<file path="config.mk">
export PLATFORM = sky130hd
export DESIGN_NAME = mac_sequencer
export DESIGN_NICKNAME = d
export VERILOG_FILES = /design/src/rtl/mac_sequencer.sv
export SDC_FILE = /design/constraint.sdc
export NUM_CORES = 1
export LEC_CHECK = 0
export CELL_PAD_IN_SITES_DETAIL_PLACEMENT = 0
export CELL_PAD_IN_SITES_GLOBAL_PLACEMENT = 2
export CORE_MARGIN = 8
export CORE_UTILIZATION = 31
export CTS_BUF_LIST = sky130_fd_sc_hd__clkbuf_16
export DETAILED_ROUTE_END_ITERATION = 7
export GPL_TIMING_DRIVEN = 0
export PLACE_DENSITY = 0.84
export SKIP_LAST_GASP = 1
export SLEW_MARGIN = 25
export SYNTH_ARGS = -nofsm -noshare
export SYNTH_HDL_FRONTEND = slang
export SYNTH_SLANG_ARGS = --single-unit
</file>
<file path="constraint.sdc">
create_clock -name clk -period 4.8 [get_ports clk]
set_input_delay 0.96 -clock clk [delete_from_list [all_inputs] [get_ports clk]]
set_output_delay 0.96 -clock clk [all_outputs]
set_load 0.02 [all_outputs]
</file>
<file path="src/rtl/mac_sequencer.sv">
// Multi-cycle MAC sequencer for the EX stage: iterative shift-add multiply,
// pipeline stall while in flight, then commit to the architectural accumulator.
module mac_sequencer #(
   parameter int XLEN = 32,
   parameter int BPC  = 1
) (
   input  logic            clk,
   input  logic            rst,
   input  logic            flush_e,
   input  logic            mac_valid_e,
   input  logic [1:0]      mac_op_e,
   input  logic [XLEN-1:0] src_a_e,
   input  logic [XLEN-1:0] src_b_e,
   output logic            stall_mac,
   output logic            busy,
   output logic            done,
   output logic [XLEN-1:0] acc_o
);

   // state | meaning
   // IDLE  | waiting for a MAC-class op in EX; CLR handled here in one cycle
   // BUSY  | N shift-add iterations, pipeline held
   // DONE  | result committed, done pulse, held instruction leaves EX
   localparam int N  = XLEN / BPC;
   localparam int CW = (N > 1) ? $clog2(N) : 1;

   typedef enum logic [1:0] {
      IDLE = 2'd0,
      BUSY = 2'd1,
      DONE = 2'd2
   } state_t;

   state_t          state;
   logic [XLEN-1:0] mcand;
   logic [XLEN-1:0] mplier;
   logic [XLEN-1:0] partial;
   logic            op_mac;
   logic [CW-1:0]   cnt;

   logic            start;
   logic            clr;
   logic [XLEN-1:0] step;
   logic [XLEN-1:0] partial_nxt;

   assign start = (state == IDLE) & mac_valid_e & ~flush_e & ~mac_op_e[1];
   assign clr   = (state == IDLE) & mac_valid_e & ~flush_e & (mac_op_e == 2'b10);

   // Gated by rst so the hazard unit sees the stall drop the moment reset rises.
   assign stall_mac = ~rst & (start | (state == BUSY));

   always_comb begin
      step = '0;
      for (int i = 0; i < BPC; i++) begin
         if (mplier[i]) begin
            step = step + (mcand << i);
         end
      end
      partial_nxt = partial + step;
   end

   always_ff @(posedge clk or posedge rst) begin
      if (rst) begin
         state   <= IDLE;
         mcand   <= '0;
         mplier  <= '0;
         partial <= '0;
         op_mac  <= 1'b0;
         cnt     <= '0;
         acc_o   <= '0;
         busy    <= 1'b0;
         done    <= 1'b0;
      end else begin
         case (state)
            IDLE: begin
               done <= 1'b0;
               if (start) begin
                  mcand   <= src_a_e;
                  mplier  <= src_b_e;
                  op_mac  <= mac_op_e[0];
                  partial <= '0;
                  cnt     <= CW'(N - 1);
                  busy    <= 1'b1;
                  state   <= BUSY;
               end else if (clr) begin
                  acc_o <= '0;
               end
            end
            BUSY: begin
               partial <= partial_nxt;
               mcand   <= mcand << BPC;
               mplier  <= mplier >> BPC;
               cnt     <= cnt - CW'(1);
               if (cnt == '0) begin
                  acc_o <= op_mac ? (acc_o + partial_nxt) : partial_nxt;
                  busy  <= 1'b0;
                  done  <= 1'b1;
                  state <= DONE;
               end
            end
            DONE: begin
               done  <= 1'b0;
               state <= IDLE;
            end
            default: begin
               busy  <= 1'b0;
               done  <= 1'b0;
               state <= IDLE;
            end
         endcase
      end
   end

endmodule

</file>
## Word-level counts from Yosys, hierarchy flattened

Cells that the tools add are included.

- Register bits after elaboration: 138
- Bits of input ports: 70
- Logic and storage cells: 59

- $add $sub $neg: 3
- Equal/unequal tests: 7
- Multiplexer cells: 22
- Bitwise operators: 10
- Reductions and logical operators: 8

Operators with widths:

| operator | count |
|---|---|
| 32-bit two-way mux | 8 |
| 32-bit one-hot mux with 2 select lines | 4 |
| 32-bit adder | 2 |
| 5-bit one-hot mux with 2 select lines | 1 |
| 2-bit != test (second input constant) | 3 |
| 2-bit AND reduction | 3 |
| 1-bit AND | 5 |
| 5-bit zero test | 1 |
| 5-bit two-way mux | 1 |
| 5-bit by 1-bit subtractor with 5-bit output (second input constant) | 1 |
| 2-bit equality test (second input constant) | 2 |
| 1-bit two-way mux | 4 |
| 2-bit two-way mux | 2 |
| 1-bit inverter | 4 |
| 2-bit one-hot mux with 2 select lines | 1 |
| 4-bit AND reduction | 1 |
| 1-bit one-hot mux with 3 select lines | 1 |
| 3-bit AND reduction | 1 |
| 2-bit by 1-bit equality test with 1-bit output (second input constant) | 1 |
| 2-bit zero test | 1 |
| 2-bit by 1-bit != test with 1-bit output (second input constant) | 1 |
| 2-bit nonzero test | 1 |
| 1-bit OR | 1 |

## Logic depth before layout (Yosys ltp)

- Depth in word-level cells: 7
- Mapped depth: 23
- Depth with buffers taken out: 22

## Worst setup path before layout

OpenSTA, ideal clock, no wires.

- Path kind: register -> register
- Start point: register mplier[0]
- End point: register acc_o[31]
- Library setup time: 0.129 ns
- Data arrival time: 4.591 ns
- Required time: 4.671 ns
- Path slack: 0.080 ns
- Cell stages (with the launch flop): 23
- Path buffers: 0
- Clock period less this slack: 4.720 ns
- Path through: dfrtp_1 -> and2_1 -> ha_1 -> inv_1 -> fa_1 -> nor2b_1 -> o21ai_0 -> a211oi_2 -> o21bai_1 -> a21boi_0 -> o21ai_0 -> a21boi_0 -> nor2_1 -> ha_1 -> a21oi_1 -> o211ai_1 -> a221oi_1 -> a31oi_1 -> o41a_4 -> o31ai_4 -> mux2i_1 -> xnor2_1 -> o21ai_1

- Longest elaborated chain between the ends: 6

Ends and longest elaborated chain:

| what | RTL line | RTL |
|---|---|---|
| start, declared | 35 | `logic [XLEN-1:0] mplier;` |
| start signal, assigned | 78 | `mplier <= src_b_e;` |
| start signal, assigned | 91 | `mplier <= mplier >> BPC;` |
| 32-bit two-way mux (*) | 54 | `if (mplier[i]) begin` |
| 32-bit adder (*) | 58 | `partial_nxt = partial + step;` |
| 32-bit adder | 94 | `acc_o <= op_mac ? (acc_o + partial_nxt) : partial_nxt;` |
| 32-bit two-way mux (*) | 94 |  |
| 32-bit two-way mux (*) | 93 | `if (cnt == '0) begin` |
| 32-bit one-hot mux with 2 select lines (*) | 73 | `case (state)` |
| end signal, assigned | 94 |  |
| end, declared | 17 | `output logic [XLEN-1:0] acc_o` |

Mark *: on every way between the ends. The rest lies on a longest branch, timed or not. The select of a mux whose other input is x is not followed.
A chain may end at the register's enable or synchronous reset.

## Worst setup path in the final report

Ends and elaborated chain as after synthesis.

==> flow_summary_export.csv <==
group,metric,value,unit
floorplanning,dieArea,35360,sq um
synth,synth_largest_area_cell,"dfrtp_1",
timing,tightest_slew,871.6,ps
final_layout,syn2layout_area_growth,29.30,%
synth,synth_area_per_cell,8.365,sq um
global_route,grt_pass1_vias,8627,
route,drt_iter0_drc,522,
timing,skew,10.83,ps
floorplanning,core,29400,sq um
final_layout,num-fill-cells,2985,
timing,relSlewSlack,0.4189,
route,vias_per_cell,5.180,
clock_network,clk_pin_slew_worst_paths,70,ps
hold_path,hold_path_class,"reg2reg",
floorplanning,die_w,188.1,um
critical_path,cp_num_buf_inv,1,
synth,yosys-top-cells-count,"nor2_1, dfrtp_1, nand2_1, o21ai_0, a21oi_1",
critical_path,setup.worst_path.start_class,"flop",
critical_path,cp_slowest_cell,"dfrtp_2",
global_route,grt_max_degree,93,
floorplanning,start_util,0.3121,
synth,ys_warn_count,0,
clock_network,numCtsBuffers,17,
timing,min_period,4769,ps
final_layout,nets,1377,
clock_network,cts_hold_buf,0,
route,wl_per_cell,17.56,um
synth,yosysSeqAreaShare,0.3763,
route,drt_drc_violations_left,0,
floorplanning,die_y,188.1,um
synth,yosys-top-cells-area,"dfrtp_1, ha_1, nor2_1",
synth,synth_top_area_share,0.3763,
synth,synth-async-reset-ratio,1.000,
synth,synth_cells,1097,
critical_path,critPathKind,"reg2reg",
final_layout,antennaDiodeCount,0,
synth,ys_seq_elements,138,
timing,hold_slack,489.5,ps
global_route,grtUsageTotal,0.1642,
synth,synth_edf_count,0,
timing,rsz0062_at_grt,"true",
flow_run,maxCapViolCount,0,
synth,syn_nets,1235,
clock_network,h-tree-depth,4,
timing,fmax,209.7,MHz
clock_network,cts_root_buf,"clkbuf_16",
timing,hold_viol,0,
critical_path,cp-end-kind,"flop",
timing,setup_viol,0,
clock_network,cts_sinks,138,
floorplanning,rows,63,
placement,hpwl,21810,um
placement,place.gp.congestion,0.8667,
floorplanning,ios,105,
route,drtAntennaViolNets,0,
placement,place.port_buffers,104,
route,postRouteWirelength,28840,um
clock_network,cts_tree,"built",
synth,synth-main-ff-cell,"dfrtp_1",
final_layout,drive_gt1_frac,0.1030,
clock_network,clock_path_buffers,2,
critical_path,required,5100,ps
synth,syn_area,9176,sq um
global_route,grt_pass1_wl,46650,um
route,num_vias,8505,
clock_network,insertion_delay,440,ps
final_layout,finish.utilization,0.4035,
status,outcome,"completed",
global_route,grt-ovfl-total,0,
critical_path,path_delay_family,"compound AO/OA/AOI/OAI gates",
critical_path,worstPathArrival,5070,ps
route,maxUsedRoutingLayer,"met4",
synth,synth_most_common_cell,"nor2_1",
timing,drv_slew,0,
critical_path,crit_path_cell_trace,"buf_4 -> and2_1 -> ha_4 -> a21o_1 -> a21o_1 -> a211o_1 -> a21oi_4 -> o21ai_4 -> a221o_1 -> xor2_2 -> ha_4 -> o21ai_0 -> a21oi_1 -> o211ai_1 -> a31oi_2 -> o41a_4 -> o31ai_4 -> mux2i_1 -> xnor2_1 -> o21ai_1",
route,met2_length,12870,um
route,drt-met1-wl,14360,um
route,route.met3.wl,1260,um
synth,synthDistinctLibCells,59,
critical_path,cp_max_fo,10,
timing,min_period_over_period,0.9936,
critical_path,max_stage_delay,470,ps
route,drt_pre_antenna_iters,7,
global_route,antenna_found_initial,0,
timing,setup-tns-final,0,ps
## layer usage
metal,vias up,GRT usage
met2,176,0.2559
li1,4173,-
met4,0,0.03970
met3,20,0.03770
met5,-,0
met1,4136,0.2266
## through the flow
step                      cells  setup WS, ps  instance area [sq um]
after floorplan            1097         79.90                   9176
after global placement     1591         -2304                  10710
after detailed placement   1593         -1172                  10750
after CTS                  1633        -114.9                  11560
after global routing       1642        -139.0                  11870
final                      1642         30.77                  11870
## cells in the final DEF, fill, tap and decap left out, types with 9 or more instances in the layout
| cell type | synthesis | final |
|---|---|---|
| nor2_1 | 166 | 164 |
| dfrtp_1 | 138 | 137 |
| nand2_1 | 107 | 106 |
| clkdlybuf4s50_1 | 0 | 104 |
| o21ai_0 | 74 | 63 |
| o22ai_1 | 63 | 63 |
| a21oi_1 | 70 | 61 |
| ha_1 | 66 | 55 |
| nand3_1 | 42 | 42 |
| inv_1 | 42 | 42 |
| clkbuf_1 | 45 | 38 |
| a21o_1 | 32 | 32 |
| xnor2_1 | 39 | 30 |
| and2_1 | 31 | 30 |
| buf_4 | 0 | 22 |
| clkbuf_16 | 0 | 17 |
| mux2i_1 | 13 | 13 |
| xor2_1 | 17 | 12 |
| o21bai_1 | 11 | 11 |
| nand4_1 | 11 | 11 |
| buf_1 | 10 | 10 |
| xnor2_2 | 1 | 10 |
| a31oi_1 | 11 | 9 |
## kinds of logic (layout without fill, tap and decap cells)
group,after synthesis,after routing,synth area share
AO/OA/AOI/OAI,328,328,0.2288
XOR/XNOR,57,57,0.05522
adder cells (fa/ha/maj),68,68,0.09436
buffers and inverters,97,252,0.03968
flip-flops,138,138,0.3763
multiplexers,13,13,0.01418
AND/OR/NAND/NOR,396,396,0.1914
## state kept, by name, indices dropped and copies added, names as in the netlist
name and cells:
acc_o 32, cnt 5, mcand 32, busy 1, done 1, op_mac 1, state 2, partial 32
mplier 32
## what timing repair did
action,4_1_cts,5_1_grt
endpoints found under the setup margin,20,15
gates resized for setup,44,46
endpoints found under the hold margin,0,0
pin swaps,18,23
setup buffers,9,12
## worst paths after layout
check	start	endpoint	slack, ps	cells after the start
max in group asynchronous	rst	mplier[0]	3070	3
min in group asynchronous	rst	mcand[4]	930	2
min	cnt[4]	cnt[4]	490	1
max	mplier[0]	acc_o[31]	30	20
max reg2reg	mplier[0]	acc_o[31]	30	20
min reg2reg	cnt[4]	cnt[4]	490	1
## layout make-up
type                    instances  area (sq um)  area share
plain buffers                  51         206.4     0.01740
clock buffers                  17         425.4     0.03585
clock inverters                15         127.6     0.01076
inverters                      42         165.2     0.01392
multi-input cells             862          5767      0.4860
flip-flops and latches        138          3455      0.2912
well taps                     390         488.0     0.04113
repair buffers                127          1231      0.1038
Power is not shown: default switching activity piles up to over one toggle a cycle in this logic, so the estimate is an artifact.
